### src/rtl/dcp_dump.sv
// Memory dump command processor: reads DEPTH words from DM or IM and streams
// each as a hex word plus CR LF, then "FINISH" CR LF and a finish pulse.
module dcp_dump #(
    parameter int DEPTH  = 256,
    parameter int RD_LAT = 1
) (
    input  logic        clk,
    input  logic        rst,
    input  logic [7:0]  sel_mode,
    input  logic [7:0]  CMD_D,
    input  logic [31:0] din_rx,
    input  logic        ack_rx,
    output logic        req_rx_D,
    output logic        type_rx_D,
    input  logic [31:0] din_mem,
    output logic [31:0] addr_D,
    output logic        sel_dm,
    input  logic        ack_tx,
    output logic        req_tx_D,
    output logic        type_tx_D,
    output logic [31:0] dout_D,
    output logic        finish_D,
    output logic [3:0]  dbg_state
);

    // Handshakes (rx and tx): four-phase. req rises only while ack is low,
    // payload is stable from the req rise until req falls, and req falls the
    // cycle after ack is sampled high; an abort may withdraw req before ack.
    typedef enum logic [3:0] {
        S_IDLE    = 4'd0,
        S_SEL     = 4'd1,
        S_RD      = 4'd2,
        S_LATCH   = 4'd3,
        S_TX_WORD = 4'd4,
        S_TX_CR   = 4'd5,
        S_TX_LF   = 4'd6,
        S_TX_FIN  = 4'd7,
        S_DONE    = 4'd8
    } state_t;

    localparam logic [9:0] LAST_WORD = 10'(DEPTH - 1);
    localparam logic [1:0] LAT_LAST  = 2'(RD_LAT - 1);

    function automatic logic [7:0] fin_char(input logic [2:0] idx);
        case (idx)
            3'd0:    fin_char = 8'h46;
            3'd1:    fin_char = 8'h49;
            3'd2:    fin_char = 8'h4E;
            3'd3:    fin_char = 8'h49;
            3'd4:    fin_char = 8'h53;
            3'd5:    fin_char = 8'h48;
            3'd6:    fin_char = 8'h0D;
            default: fin_char = 8'h0A;
        endcase
    endfunction

    state_t      state_q, state_d;
    logic [9:0]  count_q, count_d;
    logic [2:0]  idx_q, idx_d;
    logic [1:0]  lat_q, lat_d;
    logic        hold_q, hold_d;
    logic        req_rx_q, req_rx_d;
    logic        req_tx_q, req_tx_d;
    logic [31:0] addr_q, addr_d;
    logic        sel_dm_q, sel_dm_d;
    logic        type_tx_q, type_tx_d;
    logic [31:0] dout_q, dout_d;
    logic        finish_q, finish_d;
    logic        sel_active, tx_state, tx_done;
    logic        unused_rx;

    assign sel_active = (sel_mode == CMD_D);
    assign tx_state   = (state_q == S_TX_WORD) || (state_q == S_TX_CR) ||
                        (state_q == S_TX_LF) || (state_q == S_TX_FIN);
    assign tx_done    = req_tx_q && ack_tx;
    assign unused_rx  = ^din_rx[31:8];

    always_comb begin
        state_d   = state_q;
        count_d   = count_q;
        idx_d     = idx_q;
        lat_d     = lat_q;
        hold_d    = hold_q;
        req_rx_d  = req_rx_q;
        req_tx_d  = req_tx_q;
        addr_d    = addr_q;
        sel_dm_d  = sel_dm_q;
        type_tx_d = type_tx_q;
        dout_d    = dout_q;
        finish_d  = 1'b0;

        // hold_q blocks a restart after a completed dump until sel_mode leaves
        if (!sel_active) hold_d = 1'b0;

        if (state_q != S_IDLE && !sel_active) begin
            state_d  = S_IDLE;
            req_rx_d = 1'b0;
            req_tx_d = 1'b0;
            count_d  = '0;
            idx_d    = '0;
            lat_d    = '0;
        end else begin
            if (tx_state) begin
                if (tx_done) req_tx_d = 1'b0;
                else if (!req_tx_q && !ack_tx) req_tx_d = 1'b1;
            end
            case (state_q)
                S_IDLE: begin
                    count_d  = '0;
                    idx_d    = '0;
                    req_rx_d = 1'b0;
                    req_tx_d = 1'b0;
                    if (sel_active && !hold_q) state_d = S_SEL;
                end
                S_SEL: begin
                    if (req_rx_q && ack_rx) begin
                        req_rx_d = 1'b0;
                        sel_dm_d = (din_rx[7:0] == 8'h44);
                        addr_d   = {22'd0, count_q};
                        lat_d    = '0;
                        state_d  = S_RD;
                    end else if (!req_rx_q && !ack_rx) begin
                        req_rx_d = 1'b1;
                    end
                end
                S_RD: begin
                    if (lat_q == LAT_LAST) state_d = S_LATCH;
                    else lat_d = lat_q + 2'd1;
                end
                S_LATCH: begin
                    dout_d    = din_mem;
                    type_tx_d = 1'b1;
                    state_d   = S_TX_WORD;
                end
                S_TX_WORD: if (tx_done) begin
                    dout_d    = 32'h0D;
                    type_tx_d = 1'b0;
                    state_d   = S_TX_CR;
                end
                S_TX_CR: if (tx_done) begin
                    dout_d  = 32'h0A;
                    state_d = S_TX_LF;
                end
                S_TX_LF: if (tx_done) begin
                    count_d = count_q + 10'd1;
                    if (count_q == LAST_WORD) begin
                        idx_d   = '0;
                        dout_d  = {24'd0, fin_char(3'd0)};
                        state_d = S_TX_FIN;
                    end else begin
                        addr_d  = {22'd0, count_q + 10'd1};
                        lat_d   = '0;
                        state_d = S_RD;
                    end
                end
                S_TX_FIN: if (tx_done) begin
                    if (idx_q == 3'd7) begin
                        finish_d = 1'b1;
                        hold_d   = 1'b1;
                        state_d  = S_DONE;
                    end else begin
                        idx_d  = idx_q + 3'd1;
                        dout_d = {24'd0, fin_char(idx_q + 3'd1)};
                    end
                end
                S_DONE:  state_d = S_IDLE;
                default: state_d = S_IDLE;
            endcase
        end
    end

    always_ff @(posedge clk or posedge rst) begin
        if (rst) begin
            state_q   <= S_IDLE;
            count_q   <= '0;
            idx_q     <= '0;
            lat_q     <= '0;
            hold_q    <= 1'b0;
            req_rx_q  <= 1'b0;
            req_tx_q  <= 1'b0;
            addr_q    <= '0;
            sel_dm_q  <= 1'b0;
            type_tx_q <= 1'b0;
            dout_q    <= '0;
            finish_q  <= 1'b0;
        end else begin
            state_q   <= state_d;
            count_q   <= count_d;
            idx_q     <= idx_d;
            lat_q     <= lat_d;
            hold_q    <= hold_d;
            req_rx_q  <= req_rx_d;
            req_tx_q  <= req_tx_d;
            addr_q    <= addr_d;
            sel_dm_q  <= sel_dm_d;
            type_tx_q <= type_tx_d;
            dout_q    <= dout_d;
            finish_q  <= finish_d;
        end
    end

    assign req_rx_D  = req_rx_q;
    assign type_rx_D = 1'b0;
    assign req_tx_D  = req_tx_q;
    assign addr_D    = addr_q;
    assign sel_dm    = sel_dm_q;
    assign type_tx_D = type_tx_q;
    assign dout_D    = dout_q;
    assign finish_D  = finish_q;
    assign dbg_state = state_q;

endmodule

### config.mk
export PLATFORM = sky130hd
export DESIGN_NAME = dcp_dump
export DESIGN_NICKNAME = d
export VERILOG_FILES = /design/src/rtl/dcp_dump.sv
export SDC_FILE = /design/constraint.sdc
export NUM_CORES = 1
export LEC_CHECK = 0
export ABC_AREA = 1
export CELL_PAD_IN_SITES_DETAIL_PLACEMENT = 0
export CELL_PAD_IN_SITES_GLOBAL_PLACEMENT = 1
export CORE_UTILIZATION = 29
export CTS_CLUSTER_DIAMETER = 100
export CTS_CLUSTER_SIZE = 28
export DETAILED_ROUTE_END_ITERATION = 8
export DONT_BUFFER_PORTS = 1
export GPL_ROUTABILITY_DRIVEN = 0
export GPL_TIMING_DRIVEN = 0
export PLACE_DENSITY_LB_ADDON = 0.15
export SYNTH_ARGS = -nofsm -noshare
export SYNTH_HDL_FRONTEND = slang
export SYNTH_SLANG_ARGS = --single-unit
### constraint.sdc
create_clock -name clk -period 2.5 [get_ports clk]
set_input_delay 0.5 -clock clk [delete_from_list [all_inputs] [get_ports clk]]
set_output_delay 0.5 -clock clk [all_outputs]
set_load 0.03 [all_outputs]
==> results of run 1 <==
## power by group through the flow
stage               combinational (uW)  clock, uW  sequential [uW]
CTS                               1020       1400             2070
detailed placement                1020          0             2090
floorplan                          797          0             2020
global route                      1170       1440             2100
global placement                   999          0             2090
finish                            1000       1360             2070
## cell usage after synthesis (2+ instances only)
master    instances
o21ai_0          25
nor4_1            2
xnor2_1           3
clkbuf_1          3
ha_1             11
o21ai_1          43
inv_2             6
nor2_2            2
nand4_1           4
inv_1            65
nand2_1         172
o21a_1            2
nor3_1            4
o31ai_1           2
buf_4            24
nand2_2           2
buf_2            10
dfrtp_1          67
o211ai_1          2
nand3_1          19
nor2_1           43
a21oi_1          11
## flip-flops by register name (all words and copies together) (netlist names)
name	count
dout_D	32
req_rx_D	1
hold_q	1
addr_D	10
finish_D	1
idx_q	3
type_tx_D	1
lat_q	2
sel_dm	1
req_tx_D	1
dbg_state	4
count_q	10
## how the worst max path moves through the flow
stage | start | end | slack [ns] | cells after the start
floorplan | rst | addr_D[0] | 0.32 | 1
global placement | rst | hold_q | -0.59 | 1
finish | dbg_state[1] | count_q[4] | 0.41 | 10
CTS | dbg_state[1] | count_q[0] | 0.41 | 9
detailed placement | dbg_state[1] | count_q[4] | 0.43 | 8
global route | dbg_state[1] | count_q[0] | 0.19 | 10
## stage by stage
step	std cells	util [%]	hold WS, ns	setup slack, ns
2_1_floorplan	558	-	0.442	0.317
3_3_place_gp	734	31.9	0.463	-0.594
3_5_place_dp	734	31.9	0.459	0.426
4_1_cts	749	34.3	0.265	0.405
5_1_grt	749	34.3	0.296	0.185
6_report	749	34.3	0.228	0.407
## cell families after synthesis
kind of cell / after synthesis / synth area share [%]
compound gates: 92 / 12.7
xor+xnor: 3 / 0.673
fa+ha+maj: 11 / 3.52
buf+inv: 109 / 13.3
flops: 67 / 42.9
other cells: 1 / 0.0960
simple gates: 253 / 26.8
## layout make-up
cell class	count	share of cell area, %
plain buffers	38	5.58
clock buffers	9	4.98
clock inverters	6	2.02
inverters	71	5.94
multi-input cells	382	39.6
flip-flops and latches	67	37.0
well taps	176	4.86
## per-layer routing
layer,vias up,wire (um)
li1,1712,-
met1,1529,4850
met2,107,4470
met3,10,695
met4,0,148
met5,-,0
==> summary.md, run 1 <==
| Metric | Value |
|---|---|
| H-tree levels | 3 |
| Initial DRC Count | 201 |
| Internal Power | 2540 uW |
| Full die area | 13900 sq um |
| Drt wl/cell | between 10 and 15 um |
| Worst skew pair latency | 0.33 ns |
| Pin count of the biggest net entering global routing | 68 |
| Slowest cell on the critical path | dfrtp_1 |
| GR Util met3 | 4.36% |
| Distinct cells, synth | 36 |
| Flop2flop setup slack | between 0.4 and 0.5 ns |
| Crit path kind | reg2reg |
| RR Startpoint | dbg_state[1] |
| CTS Hold Bufs | 0 |
| Leakage | 0.00230 uW |
| Power per cell area | 979 nW/um^2 |
| Register area share after synthesis | 42.9% |
| Most common library cell in the layout ignoring fill and taps | nand2_1 |
| Met1 GRT Util | 20.0% |
| Synth Flop Type | dfrtp_1 |
| RSZ-0062 raised after global routing | false |
| Fin area | 4530 sq um |
| Area grow syn2layout | 15.9% |
| Gate power share | between 20% and 30% |
| CP Data Arrival Time | roughly 2.3 ns |
| Post-CTS Resized | 0 |
| Yosys warns | 0 |
| Post-synth EDFFs | 0 |
| Area of the multi-input gates | roughly 1800 sq um |
| Clock Tree Buf Depth | 2 |
| Setup crit end kind | register |
| Final ANT Viol Nets | 0 |
| Worst-path maximum fanout | 10 |
| Root Buffer | clkbuf_16 |
| Worst r2r path cells | 10 |
| Tcrit/Tclk final | 83.7% |
| Avg Inst Size Synth | between 7 and 8 sq um |
| WL final | 10200 um |
| Fmax | 0.478 GHz |
| Ant diodes | 0 |
| Area share of the largest cell type after synthesis | between 40% and 50% |
| First-pass GRT wire length | 16800 um |
| DP Area | about 4200 sq um |
| Initial Util | 29.6% |
| Synthesized area | 3900 sq um |
| GRT busiest layer | met2 |
| CP peak stage delay | 0.57 ns |
| Grt total ovfl | 0 |
| Min Tclk post-route | roughly 2.1 ns |
| Core Area | 13200 sq um |
| Fin Setup TNS | 0 ns |
| Top Ports | 158 |
| Final setup fails | 0 |
| Flops & latches, synth | 67 |
| # clock sinks | 67 |
| Final hold violation count | 0 |
| Post-CTS Setup Bufs | 0 |
| Via Count | 3358 |
| Total power | 4430 uW |
| Sequential cell area | between 1500 and 2000 sq um |
| Switching power | about 1900 uW |
| DRC viols | 0 |
| Vias in the first global route | about 3.3k |
| Kind of cell adding the most delay to the critical path | buffers and inverters |
| Syn Inst Count | 536 |
| Die H | 118 um |
| DRT Pass-1 Iters | 5 |
| Sequential Power Share | 46.7% |
| CP Launch Type | register |
| Largest cells by area after synthesis | dfrtp_1 43%, nand2_1 17%, inv_1 6.2%, o21ai_1 5.5%, buf_4 4.6% |
| Worst Path Buf+Inv | 4 |
| Reg-to-Reg End | count_q[4] |
| Hpwl dp | 7690 um |
| Outcome | completed |
| Slew margin rel. | 42.8% |
| CTS clk-pin slew, worst paths | about 0.060 ns |
| CTS tree | done |
| Layout cells sized above 1 | 11.7% |
| Fill count | 1408 |
| Final Max Slew Viols | 0 |
| Initial antenna violation count | 0 |
| Total CTS buffers | 9 |
| Worst hold path type | in2async |
| FFs w/ async S/R, synth | between 90% and 100% |
| Post-synth top area cell | dfrtp_1 |
| Worst-Margin Slew | 0.858 ns |
| Final Net Count | 664 |
| Setup skew after layout | between 0.005 and 0.006 ns |
| GRT met2 Usage | roughly a quarter |
| Chip Width | 118 um |
| Critical Path Most Common Cell | inv_1 |
| Commonest cells after routing, fill and taps aside | 172 x nand2_1, 67 x dfrtp_1, 64 x inv_1 |
| Switching share of total power | around 43% |
| Worst vdd ir | 317 uV |
| GRT Resource Usage Total | 15.4% |
| Via-to-Cell Ratio | about 4.5 |
| Max-cap violations | 0 |
| Clk pwr share | 30.7% |
| # rows | 42 |
| WP data required | 2.74 ns |
| CP Cell Sequence | nor2_1, inv_1, nor2_4, inv_1, nand2_2, inv_1, o21ai_2, buf_2, nand2_1, o21ai_0 |
| IO buf count | 0 |
Power figures use the tool's default switching activity.
==> inputs of run 2 (changes only) <==
clock period = 2.1 ns   (was 2.5 ns; I/O delays follow)
==> run 2 against run 1 <==
Compared with the run above:
- utilization rose by 0.28 points
- count of clock-buffer cells in the layout rose by 2
- critical path depth rose by 1
- largest power group unchanged
- combinational power rose by 25%
- fmax rose by 6.9%
- power rose by 16%
- sequential share of layout area fell by 0.20 points
- first-iteration DRC count fell by 10%
- sequential power rose by 19%
==> summary.md, run 2 (same netlist as run 1, synthesis figures left out) <==
| Metric | Value |
|---|---|
| Outcome | completed (unchanged) |
| CTS Hold Bufs | 0 (unchanged) |
| Met1 GRT Util | 20.2% (was 20.0%) |
| GRT met2 Usage | 24.7% (was 24.2%) |
| GR Util met3 | 4.22% (was 4.36%) |
| Layout cells sized above 1 | 14.1% (was 11.7%) |
| Commonest cells after routing, fill and taps aside | 172 x nand2_1, 63 x inv_1, 63 x dfrtp_1 (was 172 x nand2_1, 67 x dfrtp_1, 64 x inv_1) |
| Tcrit/Tclk final | 93.2% (was 83.7%) |
| Chip Width | 118 um (unchanged) |
| Ant diodes | 0 (unchanged) |
| CP peak stage delay | 0.50 ns (was 0.57 ns) |
| Power per cell area | 1120 nW/um^2 (was 979 nW/um^2) |
| Via Count | 3362 (was 3358) |
| Final Max Slew Viols | 0 (unchanged) |
| Hpwl dp | 7800 um (was 7690 um) |
| Reg-to-Reg End | addr_D[7] (was count_q[4]) |
| GRT busiest layer | met2 (unchanged) |
| CTS tree | done (unchanged) |
| Worst Path Buf+Inv | 4 (unchanged) |
| Max reg flops | 32 (unchanged) |
| RSZ-0062 raised after global routing | false (unchanged) |
| DRT Pass-1 Iters | 4 (was 5) |
| Total CTS buffers | 9 (unchanged) |
| Worst vdd ir | 384 uV (was 317 uV) |
| RR Startpoint | dbg_state[3] (was dbg_state[1]) |
| CP Launch Type | register (unchanged) |
| Worst hold path type | in2async (unchanged) |
| Setup skew after layout | 0.00582 ns (was 0.00515 ns) |
| # rows | 42 (unchanged) |
| Core Area | 13200 sq um (unchanged) |
| Top Ports | 158 (unchanged) |
| Fill count | 1455 (was 1408) |
| Initial antenna violation count | 0 (unchanged) |
| CP Cell Sequence | nor2_2, inv_2, nor2_4, inv_1, nand2_4, clkinvlp_4, nor2_1, nand3_1, buf_2, nand2_1, o21ai_1 (was nor2_1, inv_1, nor2_4, inv_1, nand2_2, inv_1, o21ai_2, buf_2, nand2_1, o21ai_0) |
| DRC viols | 0 (unchanged) |
| Clock Tree Buf Depth | 2 (unchanged) |
| Kind of cell adding the most delay to the critical path | simple AND/OR/NAND/NOR gates (was buffers and inverters) |
| Root Buffer | clkbuf_16 (unchanged) |
| Worst r2r path cells | 11 (was 10) |
| # clock sinks | 67 (unchanged) |
| Max-cap violations | 0 (unchanged) |
| Fmax | 0.511 GHz (was 0.478 GHz) |
| WL final | 10200 um (about the same) |
| Setup crit end kind | register (unchanged) |
| Pin count of the biggest net entering global routing | 39 (was 68) |
| Min Tclk post-route | 1.96 ns (was 2.09 ns) |
| Worst-Margin Slew | 0.681 ns (was 0.858 ns) |
| Worst slack, placed | -0.0421 ns (was 0.426 ns) |
| H-tree levels | 3 (unchanged) |
| CTS clk-pin slew, worst paths | 0.06 ns (about the same) |
| Via-to-Cell Ratio | 4.47 (was 4.48) |
| Final setup fails | 0 (unchanged) |
| Full die area | 13900 sq um (unchanged) |
| Leakage | 0.00229 uW (was 0.00230 uW) |
| Slowest cell on the critical path | dfrtp_2 (was dfrtp_1) |
| Final hold violation count | 0 (unchanged) |
| Worst skew pair latency | 0.33 ns (about the same) |
| CP Data Arrival Time | 2.17 ns (was 2.34 ns) |
| Worst-path maximum fanout | 10 (unchanged) |
| Fin Setup TNS | 0 ns (unchanged) |
| Vias in the first global route | 3381 (was 3285) |
| IO buf count | 0 (unchanged) |
| Initial DRC Count | 180 (was 201) |
| Drt wl/cell | 13.6 um (about the same) |
| Initial Util | 29.6% (unchanged) |
| Most common library cell in the layout ignoring fill and taps | nand2_1 (unchanged) |
| Area grow syn2layout | 16.9% (was 15.9%) |
| Flop2flop setup slack | 0.14 ns (was 0.41 ns) |
| Hold slack final | 0.0556 ns (was 0.228 ns) |
| Die H | 118 um (unchanged) |
| Crit path kind | reg2reg (unchanged) |
| WP data required | 2.31 ns (was 2.74 ns) |
| Grt total ovfl | 0 (unchanged) |
| GRT Resource Usage Total | 15.5% (was 15.4%) |
| Total power | 5120 uW (was 4430 uW) |
| Final worst slack | 0.142 ns (was 0.407 ns) |
| Final ANT Viol Nets | 0 (unchanged) |
| Slew margin rel. | 54.5% (was 42.8%) |
| First-pass GRT wire length | 17100 um (was 16800 um) |
| Final Net Count | 666 (was 664) |
run 2: cell count changes in the layout (fill, tap and decap cells not counted), moves of 2 or more:
| cell | before | now |
|---|---|---|
| clkinvlp_4 | 3 | 6 |
| dfrtp_2 | 0 | 4 |
| nor2_2 | 2 | 4 |
| bufinv_16 | 2 | 0 |
| dfrtp_1 | 67 | 63 |
| nor2_1 | 43 | 40 |
run 2: how the worst max path moves through the flow:
stage,from,endpoint,slack [ns],cells past startpoint
final,dbg_state[3],addr_D[7],0.14,11
after global routing,dbg_state[0],addr_D[6],0.005,11
after CTS,dbg_state[3],addr_D[7],0.03,11
after detailed placement,dbg_state[1],addr_D[7],-0.04,11
after global placement,dbg_state[1],addr_D[0],-0.03,11
after floorplan,dbg_state[3],addr_D[7],0.39,11
run 2: metrics by stage:
stage	instances	instance area (sq um)	utilization, %
4_1_cts	751	4520	34.3
3_3_place_gp	734	4210	31.9
6_report	752	4560	34.6
3_5_place_dp	735	4230	32.1
2_1_floorplan	558	3990	-
5_1_grt	752	4560	34.6
run 2: final cells by class:
cell class	instances	area, sq um	area share [%]
well taps	176	220	4.82
inverters	71	274	6.00
clock buffers	11	243	5.32
clock inverters	5	38.8	0.850
flip-flops and latches	67	1680	36.8
repair buffers	2	27.5	0.603
multi-input cells	382	1820	39.9
plain buffers	38	256	5.62
run 2: where the power goes:
part           total (uW)  internal (uW)  leakage [uW]  switching [uW]
Clock                1400            832      0.000124             570
Sequential           2470           1600      0.000877             869
Combinational        1250            436       0.00128             817
run 2: timing repair:
item,CTS,global route
buffers inserted,0,1
resized for setup,4,12
endpoints found under the setup margin,13,58
run 2: per-layer routing:
layer	routed length [um]	up-vias
li1	-	1726
met1	4720	1522
met2	4650	107
met3	685	7
met4	128	0
met5	0	-
==> inputs of run 3 (changes only) <==
CORE_UTILIZATION = 44   (was 29)
==> run 3 against run 2 <==
Compared with the run above:
- first-iteration DRC count decreased by 27%
- power shrank 6.5%
- clock power fell by 19%
- clock skew up 0.0025 ns
- flip-flop and latch count is the same
- worst hold slack lost 0.025 ns
- sequential power about the same
- combinational power down 5%
- critical path type unchanged
- critical endpoint is now count_q[1]
- largest cell class unchanged
- largest power group unchanged
==> summary.md, run 3 (same netlist as run 1, synthesis figures left out) <==
| Metric | Value |
|---|---|
| Worst-path maximum fanout | 10 (unchanged) |
| # rows | 34 (was 42) |
| Setup crit end kind | register (unchanged) |
| Die H | 96.2 um (was 118 um) |
| Max reg flops | 32 (unchanged) |
| CP Launch Type | register (unchanged) |
| Worst vdd ir | 330 uV (was 384 uV) |
| CTS clk-pin slew, worst paths | 0.08 ns (was 0.06 ns) |
| Hpwl dp | 6980 um (was 7800 um) |
| Slew margin rel. | 53.2% (was 54.5%) |
| Worst skew pair latency | 0.35 ns (was 0.33 ns) |
| Fmax | 0.519 GHz (was 0.511 GHz) |
| Final hold violation count | 0 (unchanged) |
| GRT Resource Usage Total | 20.5% (was 15.5%) |
| Grt total ovfl | 0 (unchanged) |
| DRC viols | 0 (unchanged) |
| Core Area | 8640 sq um (was 13200 sq um) |
| Power per cell area | 1090 nW/um^2 (was 1120 nW/um^2) |
| Final setup fails | 0 (unchanged) |
| Final ANT Viol Nets | 0 (unchanged) |
| Total CTS buffers | 9 (unchanged) |
| Leakage | 0.00226 uW (was 0.00229 uW) |
| Post-CTS Setup Bufs | 0 (unchanged) |
| Commonest cells after routing, fill and taps aside | 172 x nand2_1, 63 x inv_1, 63 x dfrtp_1 (unchanged) |
| CTS tree | done (unchanged) |
| Via-to-Cell Ratio | 5.01 (was 4.47) |
| # clock sinks | 67 (unchanged) |
| Final core utilization | 50.7% (was 34.6%) |
| Area grow syn2layout | 12.1% (was 16.9%) |
| First-pass GRT wire length | 14300 um (was 17100 um) |
| Initial Util | 45.2% (was 29.6%) |
| Drt wl/cell | 13.4 um (was 13.6 um) |
| Top Ports | 158 (unchanged) |
| Most common library cell in the layout ignoring fill and taps | nand2_1 (unchanged) |
| Final Max Slew Viols | 0 (unchanged) |
| Via Count | 3419 (was 3362) |
| Setup skew after layout | 0.00827 ns (was 0.00582 ns) |
| Worst hold path type | in2async (unchanged) |
| Clock Tree Buf Depth | 2 (unchanged) |
| Outcome | completed (unchanged) |
| Pin count of the biggest net entering global routing | 37 (was 39) |
| Root Buffer | clkbuf_8 (was clkbuf_16) |
| WP data required | 2.36 ns (was 2.31 ns) |
| CP Data Arrival Time | 2.19 ns (was 2.17 ns) |
| WL final | 9130 um (was 10200 um) |
| Worst-Margin Slew | 0.701 ns (was 0.681 ns) |
| Final Net Count | 665 (was 666) |
| IO buf count | 0 (unchanged) |
| Tcrit/Tclk final | 91.8% (was 93.2%) |
| Layout cells sized above 1 | 13.6% (was 14.1%) |
| Hold slack final | 0.0308 ns (was 0.0556 ns) |
| Max-cap violations | 0 (unchanged) |
| Initial DRC Count | 131 (was 180) |
| Min Tclk post-route | 1.93 ns (was 1.96 ns) |
| Crit path kind | reg2reg (unchanged) |
| DRT Pass-1 Iters | 4 (unchanged) |
| Initial antenna violation count | 0 (unchanged) |
| Chip Width | 96.2 um (was 118 um) |
| H-tree levels | 3 (unchanged) |
| Ant diodes | 0 (unchanged) |
| Full die area | 9260 sq um (was 13900 sq um) |
| Vias in the first global route | 3083 (was 3381) |
run 3: cell types whose count changed in the layout (fill, tap and decap cells not counted), sizes merged:
cell	before	now
clkbuf	15	13
inv	69	74
bufinv	0	1
clkinvlp	6	2
buf	36	35
run 3: through the flow:
stage | setup slack (ns) | power [uW] | setup TNS [ns] | cells | cell area [sq um]
finish | 0.172 | 4790 | 0 | 683 | 4380
global route | -0.00228 | 5130 | -0.00228 | 683 | 4380
floorplan | 0.388 | 3360 | 0 | 558 | 3990
CTS | 0.0395 | 4820 | 0 | 683 | 4350
global placement | 0.0770 | 3630 | 0 | 666 | 4130
detailed placement | 0.0493 | 3670 | 0 | 667 | 4150
run 3: path summary, 6_finish.rpt:
kind,start,to,slack (ns),cells after the start
worst min-delay path,rst,dout_D[11],0.03,1
max in group asynchronous,rst,dbg_state[2],1.44,2
min in group clk,din_mem[10],dout_D[10],0.20,2
worst max-delay path,dbg_state[3],count_q[1],0.17,8
worst max register to register,dbg_state[3],count_q[1],0.17,8
worst min register to register,lat_q[1],lat_q[1],0.49,2
run 3: power by group:
| group | internal (uW) | switching [uW] | total, uW | leakage (uW) |
|---|---|---|---|---|
| logic | 412 | 781 | 1190 | 0.00128 |
| registers | 1590 | 867 | 2460 | 0.000877 |
| clock network | 571 | 564 | 1130 | 0.000103 |
run 3: layout make-up:
class	count	area [sq um]
buffer	38	255
clock inverter	7	83.8
clock buffer	9	124
multi-input combinational	382	1810
fill	879	4260
sequential	67	1680
inverter	71	270
tap	108	135
timing repair buffer	1	20.0
run 3: routing by layer:
layer	vias to the layer above	share of wire [%]	track usage, %
met1	1577	44	25.5
li1	1710	-	-
met2	117	46	34.3
met3	15	8.3	4.27
met4	0	1.8	8.71
met5	-	0	0
run 3: critical path, stage by stage, from the launching register on:
cell and delay [ns]:
dfrtp_2 0.51, nor2_2 0.17, inv_2 0.08, nor2_4 0.15
inv_1 0.06, nand2_2 0.14, buf_4 0.20, nand3_1 0.27
o21ai_0 0.25
run 3: repair_timing:
| action | in CTS | in global routing |
|---|---|---|
| hold buffers | 0 | 0 |
| resized for setup | 0 | 12 |
| endpoints found under the setup margin | 0 | 55 |
| hold endpoints to repair | 0 | 0 |
